File: config.mk
export PLATFORM = sky130hd
export DESIGN_NAME = y_alu_seq
export DESIGN_NICKNAME = d
export VERILOG_FILES = /design/src/rtl/y_alu_seq.sv
export SDC_FILE = /design/constraint.sdc
export NUM_CORES = 1
export LEC_CHECK = 0
export ABC_AREA = 1
export CAP_MARGIN = 20
export CORE_ASPECT_RATIO = 1.2
export CORE_UTILIZATION = 44
export DETAILED_ROUTE_END_ITERATION = 7
export GPL_TIMING_DRIVEN = 0
export PLACE_DENSITY = 0.91
export RECOVER_POWER = 25
export SETUP_SLACK_MARGIN = 0.5
export SYNTH_ARGS = -nofsm -noshare
export SYNTH_HDL_FRONTEND = slang
export SYNTH_SLANG_ARGS = --single-unit
File: constraint.sdc
create_clock -name clk_i -period 3.52 [get_ports clk_i]
set_input_delay 0.528 -clock clk_i [delete_from_list [all_inputs] [get_ports clk_i]]
set_output_delay 0.528 -clock clk_i [all_outputs]
set_load 0.01 [all_outputs]
File: src/rtl/y_alu_seq.sv
`default_nettype none
// ============================================================================
// Module   : y_alu_seq
// Purpose  : Execute-stage sequencer acting as the initiator of a
//            combinational 32-bit ALU. Accepts one decoded instruction
//            bundle (valid/ready), decodes opcode/funct into the ALU op,
//            drives registered ALU operands, captures the ALU result and
//            zero flag, and presents a result bundle (valid/ready).
// Ports    : clk_i, rst_ni                 - clock, sync active-low reset
//            in_valid_i/in_ready_o         - input handshake
//            in_inst_i, in_rs_i, in_rt_i   - instruction word and operands
//            alu_a_o, alu_b_o, alu_op_o    - registered ALU controls
//            alu_z_i, alu_zero_i           - ALU result and zero flag
//            out_valid_o/out_ready_i       - output handshake
//            out_result_o, out_zero_o      - captured result / zero flag
//            out_wb_o, out_mem_o,
//            out_taken_o, out_err_o        - mutually exclusive flags
// Revision : 1.0 - initial release
// ============================================================================
module y_alu_seq #(
  parameter int W = 32
) (
  input  logic         clk_i,
  input  logic         rst_ni,
  input  logic         in_valid_i,
  output logic         in_ready_o,
  input  logic [31:0]  in_inst_i,
  input  logic [W-1:0] in_rs_i,
  input  logic [W-1:0] in_rt_i,
  output logic [W-1:0] alu_a_o,
  output logic [W-1:0] alu_b_o,
  output logic [2:0]   alu_op_o,
  input  logic [W-1:0] alu_z_i,
  input  logic         alu_zero_i,
  output logic         out_valid_o,
  input  logic         out_ready_i,
  output logic [W-1:0] out_result_o,
  output logic         out_zero_o,
  output logic         out_wb_o,
  output logic         out_mem_o,
  output logic         out_taken_o,
  output logic         out_err_o
);

  localparam logic [1:0] S_IDLE  = 2'd0;
  localparam logic [1:0] S_ISSUE = 2'd1;
  localparam logic [1:0] S_DONE  = 2'd2;

  localparam logic [2:0] OP_AND = 3'b000;
  localparam logic [2:0] OP_OR  = 3'b001;
  localparam logic [2:0] OP_ADD = 3'b010;
  localparam logic [2:0] OP_SUB = 3'b110;
  localparam logic [2:0] OP_SLT = 3'b111;

  // --------------------------------------------------------------------------
  // Instruction decode (combinational, from the presented bundle)
  // --------------------------------------------------------------------------
  logic [5:0]   opcode;
  logic [5:0]   funct;
  logic [W-1:0] imm_sext;
  logic         dec_legal;
  logic [2:0]   dec_op;
  logic         dec_use_imm;
  logic         dec_wb;
  logic         dec_mem;
  logic         dec_br;

  assign opcode   = in_inst_i[31:26];
  assign funct    = in_inst_i[5:0];
  assign imm_sext = {{(W-16){in_inst_i[15]}}, in_inst_i[15:0]};

  always_comb begin
    dec_legal   = 1'b0;
    dec_op      = OP_AND;
    dec_use_imm = 1'b0;
    dec_wb      = 1'b0;
    dec_mem     = 1'b0;
    dec_br      = 1'b0;
    case (opcode)
      6'h00: begin
        dec_legal = 1'b1;
        dec_wb    = 1'b1;
        case (funct)
          6'h20:   dec_op = OP_ADD;
          6'h22:   dec_op = OP_SUB;
          6'h24:   dec_op = OP_AND;
          6'h25:   dec_op = OP_OR;
          6'h2A:   dec_op = OP_SLT;
          default: begin
            dec_legal = 1'b0;
            dec_wb    = 1'b0;
          end
        endcase
      end
      6'h08: begin
        dec_legal   = 1'b1;
        dec_op      = OP_ADD;
        dec_use_imm = 1'b1;
        dec_wb      = 1'b1;
      end
      6'h23, 6'h2B: begin
        dec_legal   = 1'b1;
        dec_op      = OP_ADD;
        dec_use_imm = 1'b1;
        dec_mem     = 1'b1;
      end
      6'h04: begin
        dec_legal = 1'b1;
        dec_op    = OP_SUB;
        dec_br    = 1'b1;
      end
      default: dec_legal = 1'b0;
    endcase
  end

  // --------------------------------------------------------------------------
  // Sequencer state
  // --------------------------------------------------------------------------
  logic [1:0]   state_q,  state_d;
  logic [W-1:0] alu_a_q,  alu_a_d;
  logic [W-1:0] alu_b_q,  alu_b_d;
  logic [2:0]   alu_op_q, alu_op_d;
  logic [W-1:0] result_q, result_d;
  logic         zero_q,   zero_d;
  logic         wb_q,     wb_d;
  logic         mem_q,    mem_d;
  logic         br_q,     br_d;
  logic         taken_q,  taken_d;
  logic         err_q,    err_d;
  logic         accept;

  assign in_ready_o = rst_ni & (state_q == S_IDLE);
  assign accept     = in_valid_i & in_ready_o;

  always_comb begin
    state_d  = state_q;
    alu_a_d  = alu_a_q;
    alu_b_d  = alu_b_q;
    alu_op_d = alu_op_q;
    result_d = result_q;
    zero_d   = zero_q;
    wb_d     = wb_q;
    mem_d    = mem_q;
    br_d     = br_q;
    taken_d  = taken_q;
    err_d    = err_q;
    case (state_q)
      S_IDLE: begin
        if (accept) begin
          // A fresh bundle clears the previous result so stale values never
          // accompany a new instruction.
          result_d = '0;
          zero_d   = 1'b0;
          taken_d  = 1'b0;
          if (dec_legal) begin
            alu_a_d  = in_rs_i;
            alu_b_d  = dec_use_imm ? imm_sext : in_rt_i;
            alu_op_d = dec_op;
            wb_d     = dec_wb;
            mem_d    = dec_mem;
            br_d     = dec_br;
            err_d    = 1'b0;
            state_d  = S_ISSUE;
          end else begin
            // Illegal: ALU controls untouched, result reported directly.
            wb_d    = 1'b0;
            mem_d   = 1'b0;
            br_d    = 1'b0;
            err_d   = 1'b1;
            state_d = S_DONE;
          end
        end
      end
      S_ISSUE: begin
        result_d = alu_z_i;
        zero_d   = alu_zero_i;
        taken_d  = br_q & alu_zero_i;
        state_d  = S_DONE;
      end
      S_DONE: begin
        if (out_ready_i) begin
          state_d = S_IDLE;
        end
      end
      default: state_d = S_IDLE;
    endcase
  end

  always_ff @(posedge clk_i) begin
    if (!rst_ni) begin
      state_q  <= S_IDLE;
      alu_a_q  <= '0;
      alu_b_q  <= '0;
      alu_op_q <= OP_AND;
      result_q <= '0;
      zero_q   <= 1'b0;
      wb_q     <= 1'b0;
      mem_q    <= 1'b0;
      br_q     <= 1'b0;
      taken_q  <= 1'b0;
      err_q    <= 1'b0;
    end else begin
      state_q  <= state_d;
      alu_a_q  <= alu_a_d;
      alu_b_q  <= alu_b_d;
      alu_op_q <= alu_op_d;
      result_q <= result_d;
      zero_q   <= zero_d;
      wb_q     <= wb_d;
      mem_q    <= mem_d;
      br_q     <= br_d;
      taken_q  <= taken_d;
      err_q    <= err_d;
    end
  end

  assign alu_a_o      = alu_a_q;
  assign alu_b_o      = alu_b_q;
  assign alu_op_o     = alu_op_q;
  assign out_valid_o  = (state_q == S_DONE);
  assign out_result_o = result_q;
  assign out_zero_o   = zero_q;
  assign out_wb_o     = wb_q;
  assign out_mem_o    = mem_q;
  assign out_taken_o  = taken_q;
  assign out_err_o    = err_q;

endmodule
`default_nettype wire

Word level (Yosys, flattened, before mapping)
Index checks and enable logic that the tools add are counted.
{"block": "word_totals", "register_bits": 107, "in_bits": 133, "wordCells": 60, "out_inout_bits": 106}
{"block": "op_classes", "n_reduce_logical": 11, "n_mux": 22, "n_bitwise": 3, "eq_ne": 13}
{"operator": "32-bit 2-to-1 mux", "count": 2}
{"operator": "32-bit case mux with 2 select lines", "count": 1}
{"operator": "6-bit == test, second input constant", "count": 7}
{"operator": "3-bit case mux with 4 select lines", "count": 1}
{"operator": "1-bit 2-to-1 mux", "count": 9}
{"operator": "3-bit case mux with 3 select lines", "count": 1}
{"operator": "1-bit case mux with 2 select lines", "count": 4}
{"operator": "6-bit by 3-bit == test with 1-bit output, second input constant", "count": 1}
{"operator": "6-bit by 4-bit == test with 1-bit output, second input constant", "count": 1}
{"operator": "6-bit zero test", "count": 1}
{"operator": "2-bit 2-to-1 mux", "count": 3}
{"operator": "2-bit case mux with 3 select lines", "count": 1}
{"operator": "2-bit AND reduction", "count": 3}
{"operator": "5-bit OR reduction", "count": 1}
{"operator": "4-bit OR reduction", "count": 1}
{"operator": "1-bit AND", "count": 3}
{"operator": "3-bit AND reduction", "count": 1}
{"operator": "3-bit OR reduction", "count": 1}
{"operator": "2-bit by 1-bit == test with 1-bit output, second input constant", "count": 1}
{"operator": "2-bit == test, second input constant", "count": 1}
{"operator": "2-bit zero test", "count": 1}
{"operator": "2-bit by 1-bit inequality test with 1-bit output, second input constant", "count": 1}
{"operator": "2-bit inequality test, second input constant", "count": 1}
{"operator": "2-bit nonzero test", "count": 1}
{"operator": "2-bit OR reduction", "count": 1}

Depth between registers and ports, before layout
Gate-level depths: netlist of run 1.
{"block": "depth", "ltp_word": 7, "ltp_mapped": 12, "depth_no_buf": 11}

Least setup slack after synthesis of run 1
OpenSTA, ideal clock, no wires.
{"block": "synth_path", "path_type": "input to register", "startpoint": "in rst_ni", "endpoint": "reg alu_b_q[11], in the netlist alu_b_o[11]", "n_path_buf": 2, "setup_slack_ps": 1765, "setup_ps": 112, "cell_stages": 9, "t_arrival_ps": 1644, "required_ps": 3408, "cell_sequence": "buf_2 -> inv_2 -> nor3_4 -> nand2_1 -> inv_2 -> clkbuf_1 -> nand3_1 -> nand2_1 -> nor2_1"}
{"block": "synth_between", "elab_chain_cells": 3}
{"element": "from (decl)", "line": "24", "text": "input logic rst_ni,"}
{"element": "1-bit AND", "line": "132", "text": "assign in_ready_o = rst_ni & (state_q == S_IDLE);"}
{"element": "named net in_ready_o", "line": "26", "text": "output logic in_ready_o,"}
{"element": "1-bit AND", "line": "133", "text": "assign accept = in_valid_i & in_ready_o;"}
{"element": "3-bit AND reduction (no source line)"}
{"element": "to (signal assigned)", "line": "205", "text": "alu_b_q <= alu_b_d;"}
{"element": "to (decl)", "line": "121", "text": "logic [W-1:0] alu_b_q, alu_b_d;"}
The timed path passes the listed nets, and every way through them passes these cells.
A chain may end at the register's enable or synchronous reset.

Worst setup path in the final report of run 1
{"block": "layout_path", "startpoint": "in in_inst_i[5]", "endpoint": "reg alu_b_q[4], in the netlist alu_b_o[4]"}
{"block": "layout_between", "elab_chain_cells": 5, "word_cells_on_any_way": 9, "cone_classes": "eq/ne (5); mux (2); reduce/logical (2)"}
{"element": "from (decl)", "line": "27", "text": "input logic [31:0] in_inst_i,"}
{"element": "6-bit == test", "line": "83", "text": "case (funct)"}
{"element": "5-bit OR reduction (no source line) *"}
{"element": "1-bit 2-to-1 mux *", "line": "83"}
{"element": "1-bit case mux with 2 select lines *", "line": "79", "text": "case (opcode)"}
{"element": "3-bit AND reduction (no source line) *"}
Mark *: on every way between the ends. The rest lies on a longest branch, timed or not.

==> impl_results.html, run 1 <==
<table>
<tr><th>Metric</th><th>Value</th></tr>
<tr><th colspan="2">Die</th></tr>
<tr><td>Die Span Y</td><td>around 120 um</td></tr>
<tr><td>Die Wd</td><td>between 90 and 100 um</td></tr>
<tr><td>Effective utilization at floorplan</td><td>between 40% and 50%</td></tr>
<tr><td>Area of the core</td><td>around 11,000 um^2</td></tr>
<tr><td>Number of core rows</td><td>between 40 and 50</td></tr>
<tr><td>Die area</td><td>11,300 um^2</td></tr>
<tr><td>Total I/O pin count</td><td>239</td></tr>
<tr><th colspan="2">Logic synthesis</th></tr>
<tr><td>Post-synthesis mux area share</td><td>0%</td></tr>
<tr><td>Register bit total from synthesis</td><td>approximately 110</td></tr>
<tr><td>Post-synthesis share of cell area spent on and, or, nand and nor gates</td><td>a little over two fifths</td></tr>
<tr><td>Proportion of synthesized chip area in sequential cells</td><td>44.9%</td></tr>
<tr><td>Synthesized area per cell</td><td>6.76 um^2</td></tr>
<tr><td>Count of unique library cells instantiated by Yosys</td><td>23</td></tr>
<tr><td>Compound-cell area share of the yosys netlist</td><td>between 4 and 5%</td></tr>
<tr><td>Combinational family with the most area after synthesis</td><td>simple AND/OR/NAND/NOR gates</td></tr>
<tr><td>Synthesis Warnings</td><td>0</td></tr>
<tr><td>Cell area after synthesis</td><td>4770 um^2</td></tr>
<tr><td>Syn Nets</td><td>~840</td></tr>
<tr><td>Synth Area in Adders</td><td>0%</td></tr>
<tr><td>Gate Count Post-Synth</td><td>between 700 and 800</td></tr>
<tr><td>Xor-xnor portion of the synthesized cell area</td><td>0%</td></tr>
<tr><th colspan="2">Worst setup path</th></tr>
<tr><td>Arr. time, crit path</td><td>2.40 ns</td></tr>
<tr><td>Reg2Reg Depth</td><td>7</td></tr>
<tr><td>Critical path peak fanout</td><td>10</td></tr>
<tr><td>CP startpoint kind</td><td>primary input</td></tr>
<tr><td>Stage delay of the slowest cell on the critical path</td><td>between 0.4 and 0.5 ns</td></tr>
<tr><td>Type of the worst setup path</td><td>in -&gt; reg</td></tr>
<tr><td>Cells along the critical path</td><td>clkdlybuf4s50_1 -&gt; inv_1 -&gt; nor2_1 -&gt; nand2_1 -&gt; clkinv_1 -&gt; nand3_1 -&gt; nand3_2 -&gt; buf_4 -&gt; buf_2 -&gt; nand3_1 -&gt; nand2_1 -&gt; nor2_1</td></tr>
<tr><td>Crit path buf inv count</td><td>5</td></tr>
<tr><td>Slack of the worst reg-to-reg path</td><td>approximately 1.7 ns</td></tr>
<tr><td>Endpoint of the most critical register-to-register path</td><td>alu_b_o[10]$_SDFFE_PN0P_</td></tr>
<tr><td>Required @ worst endpoint</td><td>3.77 ns</td></tr>
<tr><td>Critical path endpoint category</td><td>flop</td></tr>
<tr><td>Slowest cell on the critical path</td><td>sky130_fd_sc_hd__clkdlybuf4s50_1</td></tr>
<tr><td>Largest delay share family, worst path</td><td>buffers and inverters</td></tr>
<tr><td>Reg-to-Reg Start</td><td>state_q[1]$_SDFFE_PN0P_</td></tr>
<tr><th colspan="2">Routing</th></tr>
<tr><td>Post-route DRC</td><td>0</td></tr>
<tr><td>Drt initial violations</td><td>approximately 190</td></tr>
<tr><td>WL per Instance</td><td>between 10 and 15 um</td></tr>
<tr><td>Drt total wl</td><td>between 10,000 and 15,000 um</td></tr>
<tr><td>Length of the first detailed-routing pass in iterations</td><td>4</td></tr>
<tr><td>Vias per Instance</td><td>approximately 4.8</td></tr>
<tr><td>Antenna violation net count after detailed routing</td><td>0</td></tr>
<tr><td>Total number of vias</td><td>~5,200</td></tr>
<tr><th colspan="2">Run status</th></tr>
<tr><td>Run status</td><td>finished clean</td></tr>
<tr><th colspan="2">CTS</th></tr>
<tr><td>Clock transition at the registers of the reported paths</td><td>approximately 0.070 ns</td></tr>
<tr><td>Maximum number of buffers from clock root to sink</td><td>2</td></tr>
<tr><td>TritonCTS buffer count</td><td>9</td></tr>
<tr><td>Post_cts resized</td><td>0</td></tr>
<tr><td>Setup bufs post-CTS</td><td>0</td></tr>
<tr><td>H-tree depth</td><td>3</td></tr>
<tr><td>CTS sink count</td><td>roughly 110</td></tr>
<tr><td>Hold buffer count at cts</td><td>0</td></tr>
<tr><td>Skew-Pair Late Insertion Delay</td><td>roughly 0.34 ns</td></tr>
<tr><td>Root Buffer</td><td>sky130_fd_sc_hd__clkbuf_16</td></tr>
<tr><td>CTS tree</td><td>yes</td></tr>
<tr><th colspan="2">Worst hold path</th></tr>
<tr><td>Worst hold path startpoint</td><td>out_err_o$_SDFFE_PN0P_</td></tr>
<tr><td>Hold Path Class</td><td>reg -&gt; reg</td></tr>
<tr><td>Hold depth</td><td>2</td></tr>
<tr><td>Worst Hold End</td><td>out_err_o$_SDFFE_PN0P_</td></tr>
<tr><th colspan="2">Timing</th></tr>
<tr><td>Headroom to the max-slew limit</td><td>between 60% and 70%</td></tr>
<tr><td>Number of max-slew violations in the final report</td><td>0</td></tr>
<tr><td>Transition at the pin with the smallest max-transition slack</td><td>around 0.51 ns</td></tr>
<tr><td>Fin crit share</td><td>around 61%</td></tr>
<tr><td>Fmax</td><td>465 MHz</td></tr>
<tr><td>Worst-case setup margin in the final layout</td><td>around 1.4 ns</td></tr>
<tr><td>Time the worst path needs with I/O delays and setup</td><td>roughly 2.2 ns</td></tr>
<tr><td>Setup repair after global routing missed its margin</td><td>no</td></tr>
<tr><td>Post-Route Skew</td><td>around 0.0059 ns</td></tr>
<tr><td># setup viols final</td><td>0</td></tr>
<tr><td>Hold Violations, Final</td><td>0</td></tr>
<tr><td>Final-layout setup total negative slack</td><td>0 ns</td></tr>
<tr><th colspan="2">Final layout</th></tr>
<tr><td>Final Util</td><td>a little under three quarters</td></tr>
<tr><td>Net count, final</td><td>between 1,000 and 1,500</td></tr>
<tr><td>Inserted Diodes</td><td>0</td></tr>
<tr><td>Share of final-layout standard cells stronger than drive strength 1</td><td>between 5 and 6%</td></tr>
<tr><td>Area growth from synthesis to layout</td><td>57.8%</td></tr>
<tr><th colspan="2">Pwr</th></tr>
<tr><td>Static leakage power</td><td>about 3.2 nW</td></tr>
<tr><td>Share of power burned in combinational logic</td><td>about an eighth</td></tr>
<tr><td>Sequential fraction of design power</td><td>between 40% and 50%</td></tr>
<tr><td>Net Sw Frac</td><td>between 20% and 30%</td></tr>
<tr><td>Internal power</td><td>around 0.0021 W</td></tr>
<tr><td>Power per standard cell area</td><td>roughly 360 nW/um^2</td></tr>
<tr><td>Total power</td><td>~0.0027 W</td></tr>
<tr><td>Clock share of power</td><td>between 40% and 50%</td></tr>
<tr><td>Largest voltage drop on the vdd net</td><td>0.273 mV</td></tr>
<tr><td>Total net switching power</td><td>between 0.0006 and 0.0007 W</td></tr>
<tr><th colspan="2">Place</th></tr>
<tr><td>Half-perimeter wire length of the detailed placement result</td><td>between 10,000 and 15,000 um</td></tr>
<tr><td>Setup slack at placement</td><td>approximately 1.0 ns</td></tr>
<tr><td>Routability cong.</td><td>between 0.8 and 0.9</td></tr>
<tr><td>Count of input and output buffers</td><td>227</td></tr>
<tr><th colspan="2">Global routing</th></tr>
<tr><td>Overflow after GRT</td><td>0</td></tr>
<tr><td>Global-route wire length before repair</td><td>roughly 23,000 um</td></tr>
<tr><td>All-layer global routing usage</td><td>between 20% and 30%</td></tr>
<tr><td>Largest net degree at the start of global routing</td><td>18</td></tr>
<tr><td>Antenna violations before repair</td><td>0</td></tr>
<tr><td>Via count of the first global-routing pass</td><td>4,738</td></tr>
<tr><th colspan="2">Run</th></tr>
<tr><td>Count of max-cap constraint violations</td><td>0</td></tr>
</table>
area by class of cell:
cell class              count  area, um^2
repair buffers            227        2270
flip-flops and latches    107        2140
clock inverters             6        87.6
plain buffers              47         233
inverters                  47         176
multi-input cells         504        2210
fillers                   871        2990
well taps                 129         161
clock buffers              10         239
kinds of logic (layout without fill, tap and decap cells):
logic type / count (synthesis) / in the layout
buffers and inverters: 94 / 337
and+or+nand+nor: 460 / 460
DFF: 107 / 107
AOI/OAI and AO/OA: 44 / 44
layer usage:
layer	GRT usage (%)	vias up	part of all wire, %
met5	0	-	0
met4	10.4	0	2.6
met3	3.26	25	4.4
met2	45.4	159	51
met1	28.8	2309	42
li1	-	2670	-
Yosys cell counts, drive strengths merged:
cell type  instances  share of area [%]
clkbuf            15                1.2
dfxtp            107                 45
buf               32                3.8
inv               44                3.5
o21a               1               0.16
nor2             143                 12
nand3b            33                5.2
o21ai              1               0.10
nand2            206                 16
nor3               4               0.66
a21oi             42                4.4
clkinv             3               0.24
nand3             73                7.8
or2                1               0.13
how the worst max path moves through the flow:
stage / start / end / slack (ns) / depth (start not counted)
floorplan: rst_ni / alu_b_o[11]$_SDFFE_PN0P_ / 1.76 / 9
global placement: in_inst_i[5] / alu_b_o[4]$_SDFFE_PN0P_ / 1.03 / 12
detailed placement: in_inst_i[5] / alu_b_o[4]$_SDFFE_PN0P_ / 1.0 / 12
CTS: in_inst_i[5] / alu_b_o[4]$_SDFFE_PN0P_ / 1.36 / 12
global route: in_inst_i[5] / alu_b_o[5]$_SDFFE_PN0P_ / 1.17 / 12
finish: in_inst_i[5] / alu_b_o[4]$_SDFFE_PN0P_ / 1.37 / 12
cells in the final DEF (no fill, tap or decap), drive strengths merged, types with 2 or more instances in the layout:
master | Yosys | layout
clkdlybuf4s50 | 0 | 208
clkbuf | 15 | 28
dlygate4sd3 | 0 | 19
nand2 | 206 | 206
clkinv | 3 | 6
nor2 | 143 | 143
inv | 44 | 45
bufinv | 0 | 2
buf | 32 | 29
nor3 | 4 | 4
nand3 | 73 | 73
dfxtp | 107 | 107
a21oi | 42 | 42
nand3b | 33 | 33
worst register-to-register path, stage by stage, from the launching register on:
cell and delay [ns]:
sky130_fd_sc_hd__dfxtp_1 0.34, sky130_fd_sc_hd__nor3_4 0.18, sky130_fd_sc_hd__nand2_1 0.16, sky130_fd_sc_hd__inv_1 0.34, sky130_fd_sc_hd__clkbuf_1 0.44, sky130_fd_sc_hd__nand3_1 0.17
sky130_fd_sc_hd__nand2_1 0.09, sky130_fd_sc_hd__nor2_1 0.05
state kept, by name (all words and copies together), names as in the netlist, 2 cells and up:
signal,flops
state_q,2
out_result_o,32
alu_op_o,3
alu_a_o,32
alu_b_o,32
per-stage QoR:
stage	area [um^2]	instances	hold WS, ns
after floorplan	4770	705	0.446
after global placement	7200	1061	0.443
after detailed placement	7200	1061	0.448
after CTS	7530	1077	0.458
after global routing	7520	1077	0.479
final	7520	1077	0.453
power groups by stage:
stage / combinational, W / sequential (W) / clock [W]
final: 0.000350 / 0.00123 / 0.00110
after global routing: 0.000384 / 0.00123 / 0.00117
after CTS: 0.000353 / 0.00123 / 0.00112
after detailed placement: 0.000351 / 0.00126 / 0
after global placement: 0.000348 / 0.00126 / 0
after floorplan: 0.000140 / 0.00127 / 0
(Power assumes the default switching activity.)
==> run 2: changes to the inputs <==
Settings changed: CORE_UTILIZATION 44 to 36, PLACE_DENSITY 0.91 to 0.8.
Clock period 3.52 ns to 1.77 ns, I/O delays scaled along.
==> run 2 against run 1 <==
Against the previous run: first-iteration DRC count grew 32%; highest routed layer unchanged; critical endpoint is now alu_b_o[25]$_SDFFE_PN0P_; critical path depth shrank 2; setup slack worse by 1.1 ns; die area rose by 22%; critical path type is now reg -> reg.
==> impl_results.html, run 2 (same netlist as run 1, synthesis figures left out) <==
<table>
<tr><th>Metric</th><th>Value</th></tr>
<tr><th colspan="2">Worst setup path</th></tr>
<tr><td>Arr. time, crit path</td><td>between 1.5 and 2 ns</td></tr>
<tr><td>Depth of the critical timing path with buffers and inverters included</td><td>10</td></tr>
<tr><td>Cells along the critical path</td><td>nor3_4 -&gt; nand2_4 -&gt; inv_6 -&gt; nand2_4 -&gt; inv_6 -&gt; buf_12 -&gt; buf_12 -&gt; buf_16 -&gt; nor2_4 -&gt; nor2_2</td></tr>
<tr><td>Largest delay share family, worst path</td><td>simple AND/OR/NAND/NOR gates</td></tr>
<tr><td>Slack of the worst reg-to-reg path</td><td>approximately 0.29 ns</td></tr>
<tr><td>CP startpoint kind</td><td>flop</td></tr>
<tr><td>Required @ worst endpoint</td><td>approximately 2 ns</td></tr>
<tr><td>Critical path peak fanout</td><td>5</td></tr>
<tr><td>Crit path buf inv count</td><td>5</td></tr>
<tr><td>Critical path endpoint category</td><td>flop</td></tr>
<tr><td>Stage delay of the slowest cell on the critical path</td><td>0.36 ns</td></tr>
<tr><td>Slowest cell on the critical path</td><td>sky130_fd_sc_hd__dfxtp_4</td></tr>
<tr><td>Reg2Reg Depth</td><td>10</td></tr>
<tr><td>Type of the worst setup path</td><td>reg -&gt; reg</td></tr>
<tr><th colspan="2">Final layout</th></tr>
<tr><td>Fill cell total of the finished layout</td><td>994</td></tr>
<tr><td>Area growth from synthesis to layout</td><td>90.4%</td></tr>
<tr><td>Sequential cell area in the final layout</td><td>approximately 2200 um^2</td></tr>
<tr><td>Inserted Diodes</td><td>0</td></tr>
<tr><td>Footprint of the multi-input gates</td><td>slightly below 3000 um^2</td></tr>
<tr><td>Share of final-layout standard cells stronger than drive strength 1</td><td>roughly 29%</td></tr>
<tr><td>Net count, final</td><td>around 1,100</td></tr>
<tr><td>Top library cells by usage in the layout, fill and taps aside</td><td>157 x sky130_fd_sc_hd__nand2_1, 112 x sky130_fd_sc_hd__nor2_1, 109 x sky130_fd_sc_hd__clkdlybuf4s50_1</td></tr>
<tr><td>Commonest non-fill, non-tap cell in the layout</td><td>sky130_fd_sc_hd__nand2_1</td></tr>
<tr><th colspan="2">CTS</th></tr>
<tr><td>Clock transition at the registers of the reported paths</td><td>about 0.070 ns</td></tr>
<tr><td>Maximum number of buffers from clock root to sink</td><td>2</td></tr>
<tr><td>Root Buffer</td><td>sky130_fd_sc_hd__clkbuf_16</td></tr>
<tr><td>Hold buffer count at cts</td><td>0</td></tr>
<tr><td>Skew-Pair Late Insertion Delay</td><td>0.35 ns</td></tr>
<tr><td>TritonCTS buffer count</td><td>9</td></tr>
<tr><td>CTS sink count</td><td>107</td></tr>
<tr><td>H-tree depth</td><td>3</td></tr>
<tr><td>CTS tree</td><td>yes</td></tr>
<tr><th colspan="2">Global routing</th></tr>
<tr><td>All-layer global routing usage</td><td>approximately 25%</td></tr>
<tr><td>Via count of the first global-routing pass</td><td>5,545</td></tr>
<tr><td>Antenna violations before repair</td><td>0</td></tr>
<tr><td>Global-route wire length before repair</td><td>roughly 27,000 um</td></tr>
<tr><td>Largest net degree at the start of global routing</td><td>18</td></tr>
<tr><td>Overflow after GRT</td><td>0</td></tr>
<tr><th colspan="2">Die</th></tr>
<tr><td>Die area</td><td>~14,000 um^2</td></tr>
<tr><td>Effective utilization at floorplan</td><td>37.3%</td></tr>
<tr><td>Number of core rows</td><td>45</td></tr>
<tr><td>Die Wd</td><td>between 100 and 150 um</td></tr>
<tr><td>Die Span Y</td><td>128 um</td></tr>
<tr><td>Total I/O pin count</td><td>around 240</td></tr>
<tr><td>Area of the core</td><td>12,800 um^2</td></tr>
<tr><th colspan="2">Routing</th></tr>
<tr><td>Antenna violation net count after detailed routing</td><td>0</td></tr>
<tr><td>Drt total wl</td><td>between 15,000 and 20,000 um</td></tr>
<tr><td>Total number of vias</td><td>around 5,700</td></tr>
<tr><td>Drt initial violations</td><td>~250</td></tr>
<tr><td>WL per Instance</td><td>around 16 um</td></tr>
<tr><td>Length of the first detailed-routing pass in iterations</td><td>5</td></tr>
<tr><td>Vias per Instance</td><td>about 5</td></tr>
<tr><td>Post-route DRC</td><td>0</td></tr>
<tr><th colspan="2">Run status</th></tr>
<tr><td>Run status</td><td>finished clean</td></tr>
<tr><th colspan="2">Timing</th></tr>
<tr><td>Number of max-slew violations in the final report</td><td>0</td></tr>
<tr><td>Time the worst path needs with I/O delays and setup</td><td>around 1.5 ns</td></tr>
<tr><td>Final-layout setup total negative slack</td><td>0 ns</td></tr>
<tr><td># setup viols final</td><td>0</td></tr>
<tr><td>Headroom to the max-slew limit</td><td>a little under three fifths</td></tr>
<tr><td>Hold Violations, Final</td><td>0</td></tr>
<tr><td>Hold slack</td><td>about 0.36 ns</td></tr>
<tr><td>Post-Route Skew</td><td>0.00758 ns</td></tr>
<tr><td>Fin crit share</td><td>between 80% and 90%</td></tr>
<tr><td>Transition at the pin with the smallest max-transition slack</td><td>approximately 0.66 ns</td></tr>
<tr><td>Fmax</td><td>677 MHz</td></tr>
<tr><td>Setup repair after global routing missed its margin</td><td>yes</td></tr>
<tr><th colspan="2">Run</th></tr>
<tr><td>Count of max-cap constraint violations</td><td>0</td></tr>
<tr><th colspan="2">Place</th></tr>
<tr><td>Half-perimeter wire length of the detailed placement result</td><td>11,400 um</td></tr>
<tr><td>Count of input and output buffers</td><td>about 230</td></tr>
<tr><td>Routability cong.</td><td>0.855</td></tr>
<tr><th colspan="2">Pwr</th></tr>
<tr><td>Power per standard cell area</td><td>slightly above 600 nW/um^2</td></tr>
<tr><td>Largest voltage drop on the vdd net</td><td>around 0.55 mV</td></tr>
<tr><td>Static leakage power</td><td>4.17 nW</td></tr>
<tr><th colspan="2">Worst hold path</th></tr>
<tr><td>Hold depth</td><td>6</td></tr>
<tr><td>Hold Path Class</td><td>in -&gt; reg</td></tr>
</table>
-- run 2: cell count changes in the layout (fill, tap and decap cells not counted), moves of 21 or more --
cell / before / now
sky130_fd_sc_hd__a21oi_1: 42 / 5
sky130_fd_sc_hd__a21oi_2: 0 / 37
sky130_fd_sc_hd__buf_4: 3 / 25
sky130_fd_sc_hd__buf_6: 3 / 35
sky130_fd_sc_hd__clkdlybuf4s50_1: 208 / 109
sky130_fd_sc_hd__dlygate4sd2_1: 0 / 64
sky130_fd_sc_hd__nand2_1: 202 / 157
sky130_fd_sc_hd__nand2_4: 0 / 34
sky130_fd_sc_hd__nand3_1: 72 / 51
sky130_fd_sc_hd__nor2_1: 140 / 112
-- run 2: stage by stage --
stage	setup slack, ns	std cells	cell area, um^2	total power (W)	util, %
after floorplan	0.383	705	4800	0.00281	-
after global placement	-0.431	1096	7280	0.00322	57.0
after detailed placement	-0.486	1096	7280	0.00322	57.0
after CTS	0.331	1161	8600	0.00547	67.3
after global routing	0.214	1174	9080	0.00576	71.0
final	0.294	1174	9080	0.00556	71.0
-- run 2: path summary, 6_finish.rpt --
check | startpoint | endpoint
max | state_q[0]$_SDFFE_PN0P_ | alu_b_o[25]$_SDFFE_PN0P_
min | in_inst_i[26] | br_q$_SDFFE_PN0P_
max reg2reg | state_q[0]$_SDFFE_PN0P_ | alu_b_o[25]$_SDFFE_PN0P_
min reg2reg | out_taken_o$_SDFFE_PN0P_ | out_taken_o$_SDFFE_PN0P_
-- run 2: routing by layer --
metal / track usage [%] / vias to the layer above / routed length, um
li1: - / 2814 / -
met3: 4.93 / 40 / 1050
met1: 28.3 / 2632 / 7180
met2: 46.9 / 214 / 9650
met5: 0 / - / 0
met4: 10.7 / 0 / 550
-- run 2: tightest hold or removal path: stages --
cell and delay [ns]:
sky130_fd_sc_hd__buf_6 0.08, sky130_fd_sc_hd__nor2_4 0.04, sky130_fd_sc_hd__nand2_4 0.07, sky130_fd_sc_hd__nor2_1 0.08, sky130_fd_sc_hd__nand2_4 0.08, sky130_fd_sc_hd__a21oi_2 0.04
-- run 2: cell type report --
| class | count | share of cell area, % |
|---|---|---|
| Buffer | 47 | 5.24 |
| Clock inverter | 4 | 0.648 |
| Sequential cell | 107 | 23.8 |
| Multi-Input combinational cell | 504 | 32.2 |
| Timing Repair Buffer | 290 | 31.0 |
| Inverter | 47 | 2.26 |
| Clock buffer | 11 | 2.67 |
| Tap cell | 164 | 2.26 |
-- run 2: repair_timing --
action	in CTS	in global routing
cloned	17	0
pin swaps	53	41
setup buffers	33	13
resized for setup	357	211
setup endpoints to repair	209	152
-- run 2: power by group --
part           internal, W  switching [W]  total, W
clock network      0.00115       0.000961   0.00211
logic             0.000555       0.000439  0.000993
registers          0.00243      0.0000202   0.00245
==> run 3: changes to the inputs <==
Clock period 1.77 ns to 1.25 ns, I/O delays scaled along.
==> run 3 against run 2 <==
Against the previous run: wire length decreased by 3.1%; largest cell class unchanged; maximum frequency fell by 0.51%; the flow now finishes with violations (negative setup slack); via count is 0.65% lower; clock skew down 0.0024 ns; sequential share of layout area grew 0.68 points; core utilization rose by 2.0 points; count of clock-buffer cells in the layout fell by 2; highest routed layer unchanged; setup slack got worse by 0.53 ns; non-clock buffer count shrank 5; clock power increased by 43%; combinational power rose by 39%.
==> impl_results.html, run 3 (same netlist as run 1, synthesis figures left out) <==
<table>
<tr><th>Metric</th><th>Value</th></tr>
<tr><th colspan="2">Run status</th></tr>
<tr><td>Run status</td><td>finished, violations left</td></tr>
<tr><td>Violations in the final reports</td><td>negative setup slack</td></tr>
<tr><th colspan="2">Worst setup path</th></tr>
<tr><td>Cells along the critical path</td><td>nor3_4 -&gt; nand2_4 -&gt; buf_6 -&gt; nand2_8 -&gt; buf_6 -&gt; inv_8 -&gt; buf_8 -&gt; nand2_2 -&gt; a21oi_2</td></tr>
<tr><td>Crit path buf inv count</td><td>4</td></tr>
<tr><td>CP startpoint kind</td><td>flop</td></tr>
<tr><td>Critical path peak fanout</td><td>5</td></tr>
<tr><td>Reg-to-Reg Start</td><td>state_q[0]$_SDFFE_PN0P_</td></tr>
<tr><td>Slowest cell on the critical path</td><td>sky130_fd_sc_hd__dfxtp_2</td></tr>
<tr><td>Stage delay of the slowest cell on the critical path</td><td>0.35 ns</td></tr>
<tr><td>Reg2Reg Depth</td><td>9</td></tr>
<tr><td>Largest delay share family, worst path</td><td>simple AND/OR/NAND/NOR gates</td></tr>
<tr><td>Slack of the worst reg-to-reg path</td><td>-0.23 ns</td></tr>
<tr><td>Type of the worst setup path</td><td>reg -&gt; reg</td></tr>
<tr><td>Cell mode on critical path</td><td>sky130_fd_sc_hd__buf_6</td></tr>
<tr><td>Worst Setup SP</td><td>state_q[0]$_SDFFE_PN0P_</td></tr>
<tr><td>Endpoint of the most critical register-to-register path</td><td>out_result_o[15]$_SDFFE_PN0P_</td></tr>
<tr><td>Required @ worst endpoint</td><td>1.45 ns</td></tr>
<tr><td>Critical path endpoint category</td><td>flop</td></tr>
<tr><td>Arr. time, crit path</td><td>roughly 1.7 ns</td></tr>
<tr><th colspan="2">Timing</th></tr>
<tr><td>Number of max-slew violations in the final report</td><td>0</td></tr>
<tr><td>Time the worst path needs with I/O delays and setup</td><td>1.48 ns</td></tr>
<tr><td>Hold Violations, Final</td><td>0</td></tr>
<tr><td>Hold slack</td><td>between 0.3 and 0.4 ns</td></tr>
<tr><td>Setup repair after global routing missed its margin</td><td>yes</td></tr>
<tr><td>Post-Route Skew</td><td>0.00523 ns</td></tr>
<tr><td>Transition at the pin with the smallest max-transition slack</td><td>between 0.7 and 0.8 ns</td></tr>
<tr><td>Headroom to the max-slew limit</td><td>between 50% and 60%</td></tr>
<tr><td># setup viols final</td><td>~110</td></tr>
<tr><td>Worst-case setup margin in the final layout</td><td>-0.234 ns</td></tr>
<tr><td>Fin crit share</td><td>119%</td></tr>
<tr><td>Fmax</td><td>roughly 670 MHz</td></tr>
<tr><th colspan="2">Final layout</th></tr>
<tr><td>Top library cells by usage in the layout, fill and taps aside</td><td>159 x sky130_fd_sc_hd__nand2_1, 128 x sky130_fd_sc_hd__buf_6, 126 x sky130_fd_sc_hd__nor2_1</td></tr>
<tr><td>Area growth from synthesis to layout</td><td>95.7%</td></tr>
<tr><td>Fill cell total of the finished layout</td><td>a little over 900</td></tr>
<tr><td>Net count, final</td><td>1,135</td></tr>
<tr><td>Commonest non-fill, non-tap cell in the layout</td><td>sky130_fd_sc_hd__nand2_1</td></tr>
<tr><td>Inserted Diodes</td><td>0</td></tr>
<tr><td>Share of final-layout standard cells stronger than drive strength 1</td><td>a little under half</td></tr>
<tr><th colspan="2">Worst hold path</th></tr>
<tr><td>Worst hold path startpoint</td><td>in_inst_i[29]</td></tr>
<tr><td>Hold Path Class</td><td>in -&gt; reg</td></tr>
<tr><td>Hold depth</td><td>6</td></tr>
<tr><td>Worst Hold End</td><td>br_q$_SDFFE_PN0P_</td></tr>
<tr><th colspan="2">CTS</th></tr>
<tr><td>TritonCTS buffer count</td><td>9</td></tr>
<tr><td>Skew-Pair Late Insertion Delay</td><td>between 0.3 and 0.4 ns</td></tr>
<tr><td>Maximum number of buffers from clock root to sink</td><td>2</td></tr>
<tr><td>Root Buffer</td><td>sky130_fd_sc_hd__clkbuf_16</td></tr>
<tr><td>H-tree depth</td><td>3</td></tr>
<tr><td>CTS sink count</td><td>between 100 and 150</td></tr>
<tr><td>CTS tree</td><td>yes</td></tr>
<tr><td>Hold buffer count at cts</td><td>0</td></tr>
<tr><td>Clock transition at the registers of the reported paths</td><td>about 0.080 ns</td></tr>
<tr><th colspan="2">Routing</th></tr>
<tr><td>Total number of vias</td><td>approximately 5,700</td></tr>
<tr><td>Antenna violation net count after detailed routing</td><td>0</td></tr>
<tr><td>Post-route DRC</td><td>0</td></tr>
<tr><td>Drt total wl</td><td>around 18,000 um</td></tr>
<tr><td>Vias per Instance</td><td>4.84</td></tr>
<tr><td>WL per Instance</td><td>~15 um</td></tr>
<tr><td>Drt initial violations</td><td>approximately 210</td></tr>
<tr><td>Length of the first detailed-routing pass in iterations</td><td>6</td></tr>
<tr><th colspan="2">Global routing</th></tr>
<tr><td>Overflow after GRT</td><td>0</td></tr>
<tr><td>Via count of the first global-routing pass</td><td>slightly above 5,000</td></tr>
<tr><td>Global-route met3 utilization</td><td>3.66%</td></tr>
<tr><td>GRT Max-Usage Layer</td><td>met2</td></tr>
<tr><td>All-layer global routing usage</td><td>23.2%</td></tr>
<tr><td>Met2 routing resource usage after global routing</td><td>roughly 43%</td></tr>
<tr><td>Global-route wire length before repair</td><td>around 25,000 um</td></tr>
<tr><td>Largest net degree at the start of global routing</td><td>20</td></tr>
<tr><td>Met1 capacity usage during global routing</td><td>between 20% and 30%</td></tr>
<tr><td>Antenna violations before repair</td><td>0</td></tr>
<tr><th colspan="2">Place</th></tr>
<tr><td>Setup slack at placement</td><td>-0.866 ns</td></tr>
<tr><td>Routability cong.</td><td>~0.83</td></tr>
<tr><td>Count of input and output buffers</td><td>between 200 and 250</td></tr>
<tr><td>Half-perimeter wire length of the detailed placement result</td><td>11,200 um</td></tr>
<tr><th colspan="2">Die</th></tr>
<tr><td>Die Span Y</td><td>about 130 um</td></tr>
<tr><td>Die Wd</td><td>between 100 and 150 um</td></tr>
<tr><td>Effective utilization at floorplan</td><td>between 30% and 40%</td></tr>
<tr><td>Total I/O pin count</td><td>about 240</td></tr>
<tr><td>Die area</td><td>approximately 14,000 um^2</td></tr>
<tr><td>Area of the core</td><td>12,800 um^2</td></tr>
<tr><td>Number of core rows</td><td>45</td></tr>
<tr><th colspan="2">Pwr</th></tr>
<tr><td>Power per standard cell area</td><td>844 nW/um^2</td></tr>
<tr><td>Largest voltage drop on the vdd net</td><td>around 0.6 mV</td></tr>
<tr><td>Static leakage power</td><td>4.14 nW</td></tr>
<tr><th colspan="2">Run</th></tr>
<tr><td>Count of max-cap constraint violations</td><td>0</td></tr>
</table>
run 3: metal layers:
metal,part of all wire (%),vias to the layer above
li1,-,2804
met1,39,2631
met2,53,180
met3,4.5,48
met4,3.2,0
met5,0,-
run 3: repair_timing:
action                                 in CTS  in global routing
cloned                                      6                  5
pin swaps                                  19                 49
setup buffers                              26                 22
endpoints found under the hold margin       0                  0
gates resized for setup                   767                154
setup endpoints to repair                 213                213
run 3: worst max-delay path by stage:
stage	to	slack, ns	cells past startpoint
after CTS	alu_b_o[2]$_SDFFE_PN0P_	-0.19	10
after detailed placement	alu_b_o[3]$_SDFFE_PN0P_	-0.87	11
after floorplan	alu_b_o[0]$_SDFFE_PN0P_	-0.06	11
final	out_result_o[15]$_SDFFE_PN0P_	-0.23	9
after global routing	alu_b_o[4]$_SDFFE_PN0P_	-0.32	10
after global placement	alu_b_o[30]$_SDFFE_PN0P_	-0.85	11
run 3: final cells by class:
type,count,area (um^2),area share (%)
Tap cell,164,205,2.20
Clock inverter,7,83.8,0.899
Buffer,47,434,4.65
Timing Repair Buffer,285,3070,32.9
Inverter,47,215,2.31
Multi-Input combinational cell,504,2810,30.1
Timing Repair inverter,1,11.3,0.121
Clock buffer,9,225,2.41
Sequential cell,107,2280,24.4
run 3: where the power goes:
group	leakage, nW	total (W)	switching, W	internal, W
Sequential	0.917	0.00348	0.0000348	0.00345
Clock	0.142	0.00302	0.00142	0.00159
Combinational	3.08	0.00138	0.000598	0.000780
Total	4.14	0.00788	0.00206	0.00582
run 3: worst register-to-register path, cell delays in order, from the launching register on:
cell and delay (ns):
sky130_fd_sc_hd__dfxtp_2 0.35, sky130_fd_sc_hd__nor3_4 0.25, sky130_fd_sc_hd__nand2_4 0.12, sky130_fd_sc_hd__buf_6 0.15, sky130_fd_sc_hd__nand2_8 0.08, sky130_fd_sc_hd__buf_6 0.12, sky130_fd_sc_hd__inv_8 0.04, sky130_fd_sc_hd__buf_8 0.13
sky130_fd_sc_hd__nand2_2 0.06, sky130_fd_sc_hd__a21oi_2 0.05
run 3: metrics by stage:
step	cells	total power [W]	cell area (um^2)	TNS, ns	util (%)
detailed placement	1096	0.00456	7280	-61.84	57.0
global placement	1096	0.00455	7280	-59.47	57.0
CTS	1144	0.00772	8530	-11.40	66.7
global route	1171	0.00817	9330	-24.51	73.0
finish	1171	0.00788	9330	-16.16	73.0
floorplan	705	0.00398	4800	-2.14	-
